## config.mk

```make
export PLATFORM = sky130hd
export DESIGN_NAME = axi_lite_master
export DESIGN_NICKNAME = d
export VERILOG_FILES = /design/src/rtl/axi_master_pkg.sv /design/src/rtl/axi_lite_master.sv
export SDC_FILE = /design/constraint.sdc
export NUM_CORES = 1
export LEC_CHECK = 0
export CAP_MARGIN = 20
export CORE_MARGIN = 2
export CORE_UTILIZATION = 36
export DETAILED_ROUTE_END_ITERATION = 7
export HOLD_SLACK_MARGIN = 0.1
export PLACE_DENSITY = 0.76
export SYNTH_ARGS = -nofsm -noshare
export SYNTH_HDL_FRONTEND = slang
export SYNTH_SLANG_ARGS = --single-unit
```

## constraint.sdc

```tcl
create_clock -name ACLK -period 1.5 [get_ports ACLK]
set_input_delay 0.3 -clock ACLK [delete_from_list [all_inputs] [get_ports ACLK]]
set_output_delay 0.3 -clock ACLK [all_outputs]
set_load 0.02 [all_outputs]
```

## src/rtl/axi_master_pkg.sv

```systemverilog
// Shared definitions for axi_lite_master: FSM state encoding and the default
// channel widths / watchdog limit used as parameter defaults by the master.
package axi_master_pkg;

  localparam int AXI_ADDR_W_DEF         = 32;
  localparam int AXI_DATA_W_DEF         = 32;
  localparam int AXI_TIMEOUT_CYCLES_DEF = 256;

  typedef enum logic [2:0] {
    IDLE,
    WR_REQ,
    WR_RESP,
    RD_REQ,
    RD_DATA,
    RESP
  } axi_master_state_e;

endpackage

```

## src/rtl/axi_lite_master.sv

```systemverilog
// axi_lite_master
//   Single-outstanding AXI-lite style master in front of the axi_slave
//   register block. A command (cmd_*) becomes either an AW/W/B write or an
//   AR/R read; the result is returned on resp_*. Every output is registered.
//
// Ports
//   ACLK, ARESET          clock, synchronous active-high reset
//   cmd_valid/cmd_ready   command handshake (cmd_ready high only in IDLE)
//   cmd_write/addr/wdata  command payload (1 = write)
//   resp_valid/resp_ready response handshake
//   resp_write/resp_rdata response payload (rdata is 0 for writes)
//   AW*, W*, B*           write address / data / response channels
//   AR*, R*               read address / data channels
//   resp_err              watchdog expiry flag (AXI_MASTER_TIMEOUT_EN only)
//
// Build option
//   AXI_MASTER_TIMEOUT_EN  adds the TIMEOUT_CYCLES parameter, a wait-state
//                          watchdog and the resp_err port. Without it the
//                          master waits indefinitely on the slave.
module axi_lite_master
  import axi_master_pkg::*;
#(
  parameter int ADDR_W = AXI_ADDR_W_DEF,
  parameter int DATA_W = AXI_DATA_W_DEF
`ifdef AXI_MASTER_TIMEOUT_EN
  , parameter int TIMEOUT_CYCLES = AXI_TIMEOUT_CYCLES_DEF
`endif
) (
  input  logic              ACLK,
  input  logic              ARESET,
  input  logic              cmd_valid,
  output logic              cmd_ready,
  input  logic              cmd_write,
  input  logic [ADDR_W-1:0] cmd_addr,
  input  logic [DATA_W-1:0] cmd_wdata,
  output logic              resp_valid,
  input  logic              resp_ready,
  output logic              resp_write,
  output logic [DATA_W-1:0] resp_rdata,
  output logic [ADDR_W-1:0] AWADDR,
  output logic              AWVALID,
  input  logic              AWREADY,
  output logic [DATA_W-1:0] WDATA,
  output logic              WVALID,
  input  logic              WREADY,
  input  logic              BVALID,
  output logic              BREADY,
  output logic [ADDR_W-1:0] ARADDR,
  output logic              ARVALID,
  input  logic              ARREADY,
  input  logic [DATA_W-1:0] RDATA,
  input  logic              RVALID,
  output logic              RREADY
`ifdef AXI_MASTER_TIMEOUT_EN
  , output logic            resp_err
`endif
);

  axi_master_state_e state_q, state_d;

  logic              cmd_ready_d;
  logic              resp_valid_d;
  logic              resp_write_d;
  logic [DATA_W-1:0] resp_rdata_d;
  logic [ADDR_W-1:0] awaddr_d;
  logic              awvalid_d;
  logic [DATA_W-1:0] wdata_d;
  logic              wvalid_d;
  logic              bready_d;
  logic [ADDR_W-1:0] araddr_d;
  logic              arvalid_d;
  logic              rready_d;

`ifdef AXI_MASTER_TIMEOUT_EN
  localparam int              CW       = $clog2(TIMEOUT_CYCLES + 1);
  localparam logic [CW-1:0]   TMO_LAST = CW'(TIMEOUT_CYCLES - 1);

  logic [CW-1:0] tmo_cnt_q, tmo_cnt_d;
  logic          wr_q, wr_d;
  logic          resp_err_d;
  logic          in_wait;
`endif

  // Next-state and next-output logic; outputs are then registered below.
  always_comb begin
    state_d      = state_q;
    resp_valid_d = resp_valid;
    resp_write_d = resp_write;
    resp_rdata_d = resp_rdata;
    awaddr_d     = AWADDR;
    awvalid_d    = AWVALID;
    wdata_d      = WDATA;
    wvalid_d     = WVALID;
    bready_d     = BREADY;
    araddr_d     = ARADDR;
    arvalid_d    = ARVALID;
    rready_d     = RREADY;
`ifdef AXI_MASTER_TIMEOUT_EN
    wr_d         = wr_q;
    resp_err_d   = resp_err;
    tmo_cnt_d    = tmo_cnt_q;
    in_wait      = 1'b0;
`endif

    unique case (state_q)
      IDLE: begin
        if (cmd_valid) begin
`ifdef AXI_MASTER_TIMEOUT_EN
          wr_d       = cmd_write;
          resp_err_d = 1'b0;
`endif
          if (cmd_write) begin
            awaddr_d  = cmd_addr;
            wdata_d   = cmd_wdata;
            awvalid_d = 1'b1;
            wvalid_d  = 1'b1;
            state_d   = WR_REQ;
          end else begin
            araddr_d  = cmd_addr;
            arvalid_d = 1'b1;
            state_d   = RD_REQ;
          end
        end
      end

      WR_REQ: begin
        // AW and W retire independently; a channel already done counts as complete.
        if (AWVALID && AWREADY) awvalid_d = 1'b0;
        if (WVALID && WREADY)   wvalid_d  = 1'b0;
        if ((!AWVALID || AWREADY) && (!WVALID || WREADY)) begin
          bready_d = 1'b1;
          state_d  = WR_RESP;
        end
      end

      WR_RESP: begin
        if (BVALID && BREADY) begin
          bready_d     = 1'b0;
          resp_write_d = 1'b1;
          resp_rdata_d = '0;
          resp_valid_d = 1'b1;
          state_d      = RESP;
        end
      end

      RD_REQ: begin
        if (ARVALID && ARREADY) begin
          arvalid_d = 1'b0;
          rready_d  = 1'b1;
          state_d   = RD_DATA;
        end
      end

      RD_DATA: begin
        if (RVALID && RREADY) begin
          rready_d     = 1'b0;
          resp_write_d = 1'b0;
          resp_rdata_d = RDATA;
          resp_valid_d = 1'b1;
          state_d      = RESP;
        end
      end

      RESP: begin
        if (resp_ready) begin
          resp_valid_d = 1'b0;
          state_d      = IDLE;
        end
      end

      default: state_d = IDLE;
    endcase

`ifdef AXI_MASTER_TIMEOUT_EN
    in_wait = (state_q == WR_REQ) || (state_q == WR_RESP) ||
              (state_q == RD_REQ) || (state_q == RD_DATA);

    // Expiry only overrides a state that made no progress on this edge;
    // any state change restarts the count anyway.
    if (in_wait && (tmo_cnt_q == TMO_LAST) && (state_d == state_q)) begin
      awvalid_d    = 1'b0;
      wvalid_d     = 1'b0;
      bready_d     = 1'b0;
      arvalid_d    = 1'b0;
      rready_d     = 1'b0;
      resp_write_d = wr_q;
      resp_rdata_d = '0;
      resp_valid_d = 1'b1;
      resp_err_d   = 1'b1;
      state_d      = RESP;
    end else if (in_wait && (state_d == RESP)) begin
      resp_err_d = 1'b0;
    end

    if (state_d != state_q) tmo_cnt_d = '0;
    else if (in_wait)       tmo_cnt_d = tmo_cnt_q + CW'(1);
`endif

    cmd_ready_d = (state_d == IDLE);
  end

  always_ff @(posedge ACLK) begin
    if (ARESET) begin
      state_q    <= IDLE;
      cmd_ready  <= 1'b1;
      resp_valid <= 1'b0;
      resp_write <= 1'b0;
      resp_rdata <= '0;
      AWADDR     <= '0;
      AWVALID    <= 1'b0;
      WDATA      <= '0;
      WVALID     <= 1'b0;
      BREADY     <= 1'b0;
      ARADDR     <= '0;
      ARVALID    <= 1'b0;
      RREADY     <= 1'b0;
`ifdef AXI_MASTER_TIMEOUT_EN
      tmo_cnt_q  <= '0;
      wr_q       <= 1'b0;
      resp_err   <= 1'b0;
`endif
    end else begin
      state_q    <= state_d;
      cmd_ready  <= cmd_ready_d;
      resp_valid <= resp_valid_d;
      resp_write <= resp_write_d;
      resp_rdata <= resp_rdata_d;
      AWADDR     <= awaddr_d;
      AWVALID    <= awvalid_d;
      WDATA      <= wdata_d;
      WVALID     <= wvalid_d;
      BREADY     <= bready_d;
      ARADDR     <= araddr_d;
      ARVALID    <= arvalid_d;
      RREADY     <= rready_d;
`ifdef AXI_MASTER_TIMEOUT_EN
      tmo_cnt_q  <= tmo_cnt_d;
      wr_q       <= wr_d;
      resp_err   <= resp_err_d;
`endif
    end
  end

endmodule
```

==> metrics.log <==
INFO  metric post-route-util = about 67%
INFO  metric filler_cell_count = 1,086
INFO  metric route.final.wire_length = 17,300 um
INFO  metric grt_first_pass_wirelength = 23,600 um
INFO  metric number_of_global_route_vias_before_repair = 4,664
INFO  metric global_route.usage.total = 20.7%
INFO  metric cts_root_buf = clkbuf_16
INFO  metric nets = around 950
INFO  metric p_int = around 0.0074 W
INFO  metric critical_path_arrival = 1910 ps
INFO  metric report.final.slew_viol_count = 0
INFO  metric clock_h_tree_levels = 4
INFO  metric cts-hold-fix-buffers = 0
INFO  metric postSynthNetCount = 697
INFO  metric synth_warnings = 0
INFO  metric numPlacedInstances = 991
INFO  metric critPathRequiredTime = 1840 ps
INFO  metric drc_violation_count_after_routing = 0
INFO  metric setup.worst_path.class = reg -> reg
INFO  metric routedWlPerCell = 16.7 um
INFO  metric globalRouteOverflowTotal = 0
INFO  metric drt_pre_antenna_iters = 5
INFO  metric multi_input_area = 2420 um2
INFO  metric fp.dieH = 121 um
INFO  metric timing.critical_path.cells = nor4b_4 -> buf_4 -> and2_4 -> clkbuf_16 -> nand2_1 -> a21oi_1
INFO  metric rsz_0062_raised_after_global_routing = true
INFO  metric power_density = 1150 nW/um2
INFO  metric coreArea = 13,200 um2
INFO  metric critPathLaunch = state_q[1]
INFO  metric final-seq-area = 2790 um2
INFO  metric critPathCaptureType = flop
INFO  metric clock_path_buffers = 2
INFO  metric timing.slew.headroom = 65.0%
INFO  metric vias_per_cell = between 4 and 5
INFO  metric chipWidth = 121 um
INFO  metric power.ir.vdd_worst = 638 uV
INFO  metric critical_path.slowest_cell = dfxtp_4
INFO  metric maxCapViolations = 0
INFO  metric final.setup.worst_slack = -62.4 ps
INFO  metric detailroute.via_count = 5,133
INFO  metric synth.avg_cell_area = ~8.3 um2
INFO  metric cp_num_buf_inv = 2
INFO  metric timing.rr.start = state_q[1]
INFO  metric skew = around 5.2 ps
INFO  metric timing_hold_violations_final = 0
INFO  metric holdCritPathClass = in -> reg
INFO  metric post_synth_num_cell_types = 25
INFO  metric final-instance-count-excl-fill = between 1,000 and 1,500
INFO  metric detailedRoute.firstIterationViolations = 233
INFO  metric combinationalPowerShare = 20.1%
INFO  metric result_of_the_run = complete, but fails checks
INFO  metric gp_congestion = between 0.8 and 0.9
INFO  metric antenna_found_initial = 0
INFO  metric rows = 42
INFO  metric seq_power_share = 39.6%
INFO  metric detail-route-antenna-nets = 0
INFO  metric grt_max_degree = 54
INFO  metric clk_pin_slew = 60 ps
INFO  metric critical_path.startpoint_type = flop
INFO  metric syn2layout_area_growth = 80.5%
INFO  metric power_leakage = slightly below 4 nW
INFO  metric power.share.switching = roughly 28%
INFO  metric critical_path_peak_fanout = 10
INFO  metric syn_area = 4890 um2
INFO  metric ys_ff_latch = between 100 and 150
INFO  metric initial_core_util = 36.9%
INFO  metric crit_path_max_incr_delay = roughly 370 ps
INFO  metric violations = setup timing
INFO  metric io_buffers = 241
INFO  metric total_switching_power = 0.00280 W
INFO  metric path_delay_family = simple AND/OR/NAND/NOR gates
INFO  metric total_of_endpoints_with_negative_setup_slack_in_the_final_report = 57
INFO  metric finalWorstPathRequiredPeriod = around 1600 ps
INFO  metric synth_cells = 591
INFO  metric peak_freq = 640 MHz
INFO  metric tightestPinTransition = 525 ps
INFO  metric tritoncts.num_buffers = 17
INFO  metric dp.final_hpwl = 10,400 um
INFO  metric floorplan.io_pins = 242
INFO  metric num_antenna_cells = 0
INFO  metric clockPowerShare = 40.3%
INFO  metric layout-drive-gt1-share = 21.9%
INFO  metric worstSkewPairLatency = 410 ps
INFO  metric synth-seq-area-share = 56.9%
INFO  metric fin_crit_sh = 104%
INFO  metric worst_hold_startpoint = ARESET
INFO  metric worst_setup_slack_after_placement = -385 ps
INFO  metric clock_sink_count = 139
INFO  metric tritoncts = done
INFO  metric die-area = 14,500 um2
INFO  metric finalPower = 0.0102 W
-- sequential cells by signal, summed over array words and instances, names as in the netlist --
name,cells
AWADDR,32
resp_valid,1
ARADDR,32
AWVALID,1
WDATA,32
WVALID,1
BREADY,1
resp_rdata,32
cmd_ready,1
resp_write,1
RREADY,1
ARVALID,1
state_q,3
-- layout make-up --
type / instances / share of cell area [%]
Multi-Input combinational cell: 401 / 27.4
Clock buffer: 20 / 5.18
Timing Repair Buffer: 282 / 31.7
Sequential cell: 139 / 31.6
Clock inverter: 11 / 1.36
Inverter: 6 / 0.255
Tap cell: 176 / 2.50
-- power groups by stage --
stage,combinational (W),sequential [W],clock (W)
final,0.00204,0.00402,0.00409
after global routing,0.00217,0.00405,0.00434
after CTS,0.00167,0.00402,0.00416
after detailed placement,0.00179,0.00411,0
after global placement,0.00178,0.00410,0
after floorplan,0.000623,0.00432,0
-- synth_stat cells --
cell	number	share of area (%)
a211o_1	2	0.36
a211oi_1	5	0.77
a21oi_1	102	10
a22oi_1	33	5.1
a311oi_1	2	0.36
a31oi_1	2	0.26
and2_1	1	0.13
buf_2	10	1.0
buf_4	11	1.7
clkbuf_1	25	1.9
dfxtp_1	139	57
inv_1	5	0.38
inv_2	1	0.077
nand2_1	198	15
nand2b_1	2	0.26
nand3_1	2	0.20
nand4_1	2	0.26
nor2_1	39	3.0
nor2b_1	3	0.38
nor3_1	2	0.20
nor4b_4	1	0.49
o21ai_0	1	0.10
o31ai_1	1	0.15
o41a_1	1	0.23
or3_1	1	0.13
-- routing by layer --
layer  global-route usage, %  vias up  share of wire, %
met5                       0        -                 0
met2                    33.7      206                49
met1                    24.2     2436                40
met4                    7.27        0               1.3
li1                        -     2475                 -
met3                    9.15       16               9.1
-- worst paths after layout --
check / endpoint / slack [ps] / cells past startpoint
hold / removal: state_q[2] / 150 / 2
setup reg to reg: WDATA[24] / -60 / 6
hold reg to reg: AWADDR[31] / 450 / 2
setup / recovery: WDATA[24] / -60 / 6
-- worst reg2reg max path, stage by stage, from the launching register on --
cell and delay (ps):
dfxtp_4 370, nor4b_4 320, buf_4 170, and2_4 220
clkbuf_16 200, nand2_1 70, a21oi_1 140
-- through the flow --
| step | hold WS (ps) | setup TNS, ps | area [um2] |
|---|---|---|---|
| after global routing | 137 | -10860 | 8820 |
| after detailed placement | 445 | -43850 | 7650 |
| after CTS | 131 | 0 | 8080 |
| final | 145 | -1090 | 8820 |
| after global placement | 441 | -37820 | 7650 |
| after floorplan | 396 | 0 | 4930 |
-- kinds of logic (layout without fill, tap and decap cells) --
group,count (synthesis),in the layout,synth area share (%)
AOI/OAI and AO/OA,149,149,17.7
DFF,139,139,56.9
and+or+nand+nor,251,252,20.2
buffers and inverters,52,319,5.09
-- repair_timing --
item / in CTS / in global routing
gates resized for setup: 143 / 138
buffers inserted: 0 / 2
pin swaps: 0 / 57
cloned: 0 / 11
endpoints found under the setup margin: 255 / 135
-- cells in the final DEF, fill, tap and decap left out, types with 3 or more instances in the layout --
| cell type | count |
|---|---|
| a21oi_1 | 69 |
| a22oi_1 | 7 |
| nand2_2 | 8 |
| dlygate4sd2_1 | 133 |
| nand2_1 | 165 |
| dfxtp_1 | 136 |
| clkinvlp_4 | 3 |
| nand2_4 | 25 |
| a211oi_2 | 4 |
| a22oi_2 | 26 |
| clkdlybuf4s50_1 | 104 |
| a21oi_2 | 33 |
| inv_1 | 5 |
| clkinv_2 | 4 |
| buf_4 | 22 |
| clkbuf_16 | 23 |
| buf_12 | 10 |
| nor2_1 | 36 |
Note: power is estimated with default switching activity, not from simulation.
